===== src/rtl/serdes_pkg.sv =====
// Shared definitions for the serial byte link (transmitter and receiver).
//   IDLE/SHIFT     : frame state encoding
//   DEFAULT_WIDTH  : default word width in bits
//   LSB_FIRST/MSB_FIRST : bit-order selector values
package serdes_pkg;

  typedef enum logic [0:0] {
    IDLE  = 1'b0,
    SHIFT = 1'b1
  } serdes_state_e;

  localparam int unsigned DEFAULT_WIDTH = 8;

  localparam bit LSB_FIRST = 1'b0;
  localparam bit MSB_FIRST = 1'b1;

endpackage


===== src/rtl/piso_serializer_if.sv =====
// Load handshake and serial output bundle of the PISO transmitter.
//   load_valid/load_data/load_ready : upstream word handshake
//   shift_en                        : bit-rate strobe
//   ser_out/ser_valid               : serial bit and its qualifier
//   frame_first/frame_last/busy     : frame markers and activity
interface piso_serializer_if
  import serdes_pkg::*;
#(
  parameter int unsigned WIDTH = DEFAULT_WIDTH
);

  logic             load_valid;
  logic [WIDTH-1:0] load_data;
  logic             load_ready;
  logic             shift_en;
  logic             ser_out;
  logic             ser_valid;
  logic             frame_first;
  logic             frame_last;
  logic             busy;

  // Upstream side: supplies words and the bit-rate strobe
  modport master (
    output load_valid, load_data, shift_en,
    input  load_ready, ser_out, ser_valid, frame_first, frame_last, busy
  );

  // Serializer side
  modport slave (
    input  load_valid, load_data, shift_en,
    output load_ready, ser_out, ser_valid, frame_first, frame_last, busy
  );

endinterface


===== src/rtl/piso_serializer.sv =====
// Parallel-in, serial-out transmitter with frame markers.
//   clk  : rising-edge clock
//   rstb : asynchronous, active-high reset
//   bus  : load handshake in, serial bit stream + frame markers out
// A WIDTH-bit word is accepted on load_valid & load_ready and shifted out
// one bit per clk edge with shift_en=1. A new word may be accepted in the
// last-bit cycle so consecutive frames stream without a gap.
module piso_serializer
  import serdes_pkg::*;
#(
  parameter int unsigned WIDTH     = DEFAULT_WIDTH,
  parameter bit          MSB_FIRST = LSB_FIRST
) (
  input  logic            clk,
  input  logic            rstb,
  piso_serializer_if.slave bus
);

  localparam int unsigned      CNT_W    = (WIDTH > 1) ? $clog2(WIDTH) : 1;
  localparam logic [CNT_W-1:0] LAST_CNT = CNT_W'(WIDTH - 1);

  localparam logic [0:0] ST_IDLE  = 1'(IDLE);
  localparam logic [0:0] ST_SHIFT = 1'(SHIFT);

  logic [0:0]       state_q, state_d;
  logic [WIDTH-1:0] shreg_q, shreg_d;
  logic [CNT_W-1:0] cnt_q, cnt_d;

  logic             in_shift;
  logic             last_bit;
  logic             ready_c;
  logic [WIDTH-1:0] shifted;

  assign in_shift = (state_q == ST_SHIFT);
  assign last_bit = in_shift && (cnt_q == LAST_CNT);

  // Ready in IDLE, or in the enabled last-bit cycle so the next frame abuts
  assign ready_c  = (state_q == ST_IDLE) || (last_bit && bus.shift_en);

  // Move the register toward the output end, zero-filling the far end
  assign shifted = MSB_FIRST ? {shreg_q[WIDTH-2:0], 1'b0}
                             : {1'b0, shreg_q[WIDTH-1:1]};

  // State, shift register and bit counter
  always_ff @(posedge clk or posedge rstb) begin
    if (rstb) begin
      state_q <= ST_IDLE;
      shreg_q <= '0;
      cnt_q   <= '0;
    end else begin
      state_q <= state_d;
      shreg_q <= shreg_d;
      cnt_q   <= cnt_d;
    end
  end

  // Next-state logic
  always_comb begin
    state_d = state_q;
    shreg_d = shreg_q;
    cnt_d   = cnt_q;
    case (state_q)
      ST_IDLE: begin
        if (bus.load_valid) begin
          shreg_d = bus.load_data;
          cnt_d   = '0;
          state_d = ST_SHIFT;
        end
      end
      ST_SHIFT: begin
        if (bus.shift_en) begin
          if (cnt_q == LAST_CNT) begin
            cnt_d = '0;
            if (bus.load_valid) begin
              shreg_d = bus.load_data;
            end else begin
              // Clear so ser_out reads 0 while idle
              shreg_d = '0;
              state_d = ST_IDLE;
            end
          end else begin
            shreg_d = shifted;
            cnt_d   = cnt_q + CNT_W'(1);
          end
        end
      end
      default: begin
        state_d = ST_IDLE;
        shreg_d = '0;
        cnt_d   = '0;
      end
    endcase
  end

  // Outputs decode directly from registers; only load_ready sees shift_en
  assign bus.load_ready  = ready_c;
  assign bus.ser_out     = MSB_FIRST ? shreg_q[WIDTH-1] : shreg_q[0];
  assign bus.ser_valid   = in_shift;
  assign bus.busy        = in_shift;
  assign bus.frame_first = in_shift && (cnt_q == '0);
  assign bus.frame_last  = last_bit;

endmodule


===== src/flat_wrapper.sv =====
// flat-port wrapper written by rule: the top's interface ports become plain ports
module piso_serializer_flat import serdes_pkg::*;
#(
  parameter int unsigned WIDTH     = DEFAULT_WIDTH,
  parameter bit          MSB_FIRST = LSB_FIRST
)
  (clk, rstb, bus_load_valid, bus_load_data, bus_shift_en, bus_load_ready, bus_ser_out, bus_ser_valid, bus_frame_first, bus_frame_last, bus_busy);
  piso_serializer_if #(.WIDTH(WIDTH)) bus_i ();
  input  logic clk;
  input  logic rstb;
  input wire logic [$bits(bus_i.load_valid)-1:0] bus_load_valid;
  input wire logic [$bits(bus_i.load_data)-1:0] bus_load_data;
  input wire logic [$bits(bus_i.shift_en)-1:0] bus_shift_en;
  output wire logic [$bits(bus_i.load_ready)-1:0] bus_load_ready;
  output wire logic [$bits(bus_i.ser_out)-1:0] bus_ser_out;
  output wire logic [$bits(bus_i.ser_valid)-1:0] bus_ser_valid;
  output wire logic [$bits(bus_i.frame_first)-1:0] bus_frame_first;
  output wire logic [$bits(bus_i.frame_last)-1:0] bus_frame_last;
  output wire logic [$bits(bus_i.busy)-1:0] bus_busy;
  assign bus_i.load_valid = bus_load_valid;
  assign bus_i.load_data = bus_load_data;
  assign bus_i.shift_en = bus_shift_en;
  assign bus_load_ready = bus_i.load_ready;
  assign bus_ser_out = bus_i.ser_out;
  assign bus_ser_valid = bus_i.ser_valid;
  assign bus_frame_first = bus_i.frame_first;
  assign bus_frame_last = bus_i.frame_last;
  assign bus_busy = bus_i.busy;
  piso_serializer #(.WIDTH(WIDTH), .MSB_FIRST(MSB_FIRST)) u_core (.clk(clk), .rstb(rstb), .bus(bus_i));
endmodule

===== config.mk =====
export PLATFORM = sky130hd
export DESIGN_NAME = piso_serializer_flat
export DESIGN_NICKNAME = d
export VERILOG_FILES = /design/src/rtl/serdes_pkg.sv /design/src/rtl/piso_serializer_if.sv /design/src/rtl/piso_serializer.sv /design/src/flat_wrapper.sv
export SDC_FILE = /design/constraint.sdc
export NUM_CORES = 1
export LEC_CHECK = 0
export CORE_UTILIZATION = 24
export CTS_CLUSTER_DIAMETER = 120
export DETAILED_ROUTE_END_ITERATION = 10
export PLACE_DENSITY = 0.55
export SETUP_SLACK_MARGIN = 0.4
export SLEW_MARGIN = 20
export SYNTH_ARGS = -nofsm -noshare
export SYNTH_HDL_FRONTEND = slang
export SYNTH_SLANG_ARGS = --single-unit

===== constraint.sdc =====
create_clock -name clk -period 1.92 [get_ports clk]
set_input_delay 0.384 -clock clk [delete_from_list [all_inputs] [get_ports clk]]
set_output_delay 0.384 -clock clk [all_outputs]
set_load 0.02 [all_outputs]

# --- Word level (Yosys, flattened, before mapping) ---
# Index checks and enable logic that the tools add are counted.
op_classes:
  reduce_logical: 6
  bitwise: 1
  mux: 13
  n_eq_ne: 3
  addsub: 1
op_table:
  columns: ["op", "count"]
  rows:
  - ["$mux W8", 4]
  - ["$pmux W8 S2", 1]
  - ["$mux W3", 3]
  - ["$pmux W3 S2", 1]
  - ["$ne A2 B2 Y1 const B", 2]
  - ["$add A3 B1 Y3 const B", 1]
  - ["$eq A3 B3 Y1 const B", 1]
  - ["$logic_and A1 B1 Y1", 3]
  - ["$logic_not A3 Y1", 1]
  - ["$mux W1", 3]
  - ["$pmux W1 S2", 1]
  - ["$reduce_and A2 Y1", 1]
  - ["$logic_or A1 B1 Y1", 1]
  - ["$not A1 Y1", 1]
totals:
  wordCells: 27
  in_bits: 12
  regBits: 12

# --- Logic depth before layout (Yosys ltp) ---
logic_depth:
  depth_word: 4
  mapped_depth: 5

# --- Least setup slack after synthesis ---
# Ideal clock, no wire load.
synth_path:
  path_type: "register to register"
  from: "register u_core.cnt_q[0]"
  to: "register u_core.shreg_q[0]"
  t_required_ns: 1.793
  slack_ns: 0.413
  path_stages_with_launch: 6
  setup_ns: 0.127
  path_buffers: 0
  synth_period_minus_slack_ns: 1.507
  arrival_ns: 1.380
  cell_sequence: "dfrtp_1 > ha_1 > ha_1 > a21bo_4 > a221oi_1 > nor2_1"
synth_between:
  elab_chain_len: 4
synth_rtl:
  columns: ["item", "line_no", "text"]
  rows:
  - ["start: declaration", "piso_serializer.sv:27", "logic [CNT_W-1:0] cnt_q, cnt_d;"]
  - ["start signal: assignment", "piso_serializer.sv:53", "cnt_q <= cnt_d;"]
  - ["$eq A3 B3 Y1", "piso_serializer.sv:72", "if (cnt_q == LAST_CNT) begin"]
  - ["$mux W8", "piso_serializer.sv:72", null]
  - ["$mux W8", "piso_serializer.sv:71", "if (bus.shift_en) begin"]
  - ["$pmux W8 S2", "piso_serializer.sv:62", "case (state_q)"]
  - ["end signal: assignment", "piso_serializer.sv:52", "shreg_q <= shreg_d;"]
  - ["end: declaration", "piso_serializer.sv:26", "logic [WIDTH-1:0] shreg_q, shreg_d;"]
# No other way between the ends. The select of a mux whose other input is x is not followed.
# A chain may end at the register's enable or synchronous reset.

# --- Final worst setup path ---
layout_path:
  from: "register u_core.cnt_q[1]"
  to: "output port bus_frame_last"
layout_between:
  elab_chain_len: 2
layout_rtl:
  columns: ["item", "line_no", "text"]
  rows:
  - ["$eq A3 B3 Y1", "piso_serializer.sv:35", "assign last_bit = in_shift && (cnt_q == LAST_CNT);"]
  - ["$logic_and A1 B1 Y1", "piso_serializer.sv:35", null]
  - ["end: declaration", "flat_wrapper.sv:18", "output wire logic [$bits(bus_i.frame_last)-1:0] bus_frame_last;"]
# No other way between the ends.

==> metrics <==
outcome=finished, final reports clean; syn nets=80; fraction of layout cells with a size suffix above 1=about 37%; xor/xnor share of the synthesized area=0%; Core Util, Final=~40%; vias in the first global route=between 500 and 600; worst r2r dst=u_core.shreg_q[2]; largest net degree at the start of global routing=13; Seq cells post-synth=12; Slew HR=~69%; I/O pins=18; Detail Route met3 WL=106 µm; EDFF count, synth=0; worst clock skew=~1.7 ps; Ys Warns=0; Num CTS Buffers=3; most instantiated library cell after synthesis=nor2_1; Syn-to-layout area delta=55.38%; Fin Setup TNS=0 ps; Leakage=~0.45 nW; clock sinks=12; compound-cell area share of the yosys netlist=between 10% and 20%; wl on met1=696 µm; die area=0.002923 mm²; clk_lat worst skew=roughly 280 ps; Layout Cells excl Fill=around 120; Core Region=approximately 0.0025 mm²; dpl cells=114; total power draw=1.211 mW; Post-CTS Hold Buffers=0; cell area after synthesis=~650 µm²; end of the critical path=bus_frame_last; Hold Slack=roughly 420 ps; post-synthesis cell count=64; Post-Place Worst Slack=-63.51 ps; Synth top cells by count=nor2_1 (17), dfrtp_1 (12), a221oi_1 (7); Max Slew Vio Count=0; Seq/Total Area, Yosys=46.15%; DR WL met2=644 µm; top sig layer=met3; Die H=around 54 µm; Startpoint Class=flop; largest family of logic cells by synthesized area=compound AO/OA/AOI/OAI gates; IO Port Bufs=17; simple logic cell fraction of the synthesized area=16.73%; via count=550; Worst R2R Setup Slack=about 320 ps; Initial DRC Count=6; DR DRC count=0; Hold WC Path Type=in2async; setup violators final=0; NumNets Final=108; remaining global-route overflow=0; worst setup path category=reg2out; clk buf depth=2; fin area=0.001011 mm²; DRT Wirelength=1447 µm; first-pass GRT wire length=2401 µm; TritonRoute pass-1 iters=2; Final Cycle Share=roughly nine tenths; row count=18; Area contributors post-synth=dfrtp_1 (46%), nor2_1 (9.8%), a221oi_1 (9.4%), ha_1 (7.7%), nand2_1 (3.5%); ant diodes=0; Synth cell types=18; H-tree depth=1; final hold violation count=0; CP startpoint=u_core.cnt_q[1]; initial antenna violation count=0; placed inst area=883.3 µm²; clock-pin slew on the worst setup and hold paths=roughly 80 ps; max-cap violations=0; Peak VDD IR=644.7 µV; mux share of post-synthesis cell area=6.154%; Vias/cell=~4.5; crit path DAT=around 1300 ps; FF-to-FF Start=u_core.cnt_q[1]; worst-margin pin slew=approximately 470 ps; Initial Util=about a quarter; fin crit period=1698 ps; antenna viol nets, final=0; Post-DP HPWL=around 1000 µm; f_max=around 590 MHz; Total GRT Usage=approximately an eighth; Filler cells=~260; Main synth FF type=dfrtp_1; Die Wd=~54 µm; WL/cell=approximately 12 µm; fraction of registers with async set/reset=between 90% and 100%; Yosys top cell by area=dfrtp_1; unrepaired setup endpoints after global routing=yes; CTS tree=yes; CP required=1540 ps; FF-to-FF path depth=6; final setup margin=roughly 220 ps; CP Max Fanout=3; final RePlAce weighted congestion=0.6874; pwr dens=about 1200 mW/mm²; Avg Inst Size Synth=around 10 µm²; Clock Tree Root=clkbuf_4; Critical Path Sink Type=output pin; Synth Area in Adders=7.692%; Yosys top cell area share=~46%
[final cells by class]
type	count	area (µm²)	share of cell area, %
flip-flops and latches	12	301.5	29.83
multi-input cells	46	385.4	38.12
well taps	30	37.54	3.713
repair buffers	26	239.0	23.64
clock buffers	4	36.28	3.589
inverters	3	11.26	1.114
[cells by family (layout without fill, tap and decap cells)]
group	Yosys count	count (layout)
AOI/OAI and AO/OA	13	13
adders and majority gates	4	4
buffers and inverters	6	33
DFF	12	12
muxes	3	3
and+or+nand+nor	26	26
[worst max-delay path, cell delays in order (launching register included)]
cell	delay [ps]
dfrtp_1	400
ha_2	210
ha_4	170
and2_4	130
buf_6	120
[layer usage]
metal  GRT usage (%)  vias to the layer above
met5               0                        -
met3           6.215                        0
met1           14.33                      255
met4           2.564                        0
li1                -                      280
met2           19.14                       15
[timing repair]
action | in CTS | in global routing
endpoints found under the setup margin | 13 | 12
hold endpoints to repair | 0 | 0
resized for setup | 36 | 1
pin swaps | 17 | 1
gates cloned | 0 | 0
setup buffers | 2 | 1
[cells in the final DEF (no fill, tap or decap)]
cell type / synthesis / routed
dlygate4sd2_1: 0 / 2
a22o_1: 2 / 2
nand2b_1: 1 / 1
mux2_1: 1 / 1
mux2_4: 1 / 1
and2b_4: 1 / 1
inv_2: 0 / 1
nand2_2: 0 / 2
nand2_1: 6 / 4
buf_4: 2 / 9
ha_4: 0 / 1
a21bo_4: 1 / 1
clkdlybuf4s15_1: 0 / 1
buf_6: 0 / 3
dfrtp_1: 12 / 11
clkdlybuf4s50_1: 0 / 11
and2_4: 0 / 1
nor2_1: 17 / 17
ha_2: 0 / 1
o21ai_1: 1 / 1
a221oi_2: 0 / 7
inv_1: 3 / 2
ha_1: 4 / 2
a32o_1: 2 / 2
clkbuf_8: 0 / 1
dfrtp_2: 0 / 1
mux2i_2: 1 / 1
clkbuf_4: 0 / 3
[sequential cells by signal (all words and copies together) (netlist names)]
| name | flops |
|---|---|
| u_core.shreg_q | 8 |
| u_core.cnt_q | 3 |
| u_core.bus.busy | 1 |
[where the power goes]
part	internal [mW]	switching, mW
registers	0.351	0.0833
logic	0.312	0.258
clock network	0.115	0.0919
[worst min path at each step]
stage | cells past startpoint | startpoint | end | slack (ps)
after floorplan | 1 | rstb | u_core.bus.busy | 250
after global placement | 2 | u_core.shreg_q[5] | u_core.shreg_q[5] | 480
after detailed placement | 1 | u_core.shreg_q[7] | u_core.shreg_q[7] | 490
after CTS | 2 | rstb | u_core.cnt_q[2] | 430
after global routing | 2 | rstb | u_core.cnt_q[2] | 460
final | 2 | rstb | u_core.cnt_q[2] | 420
Note: power is estimated with default switching activity, not from simulation.
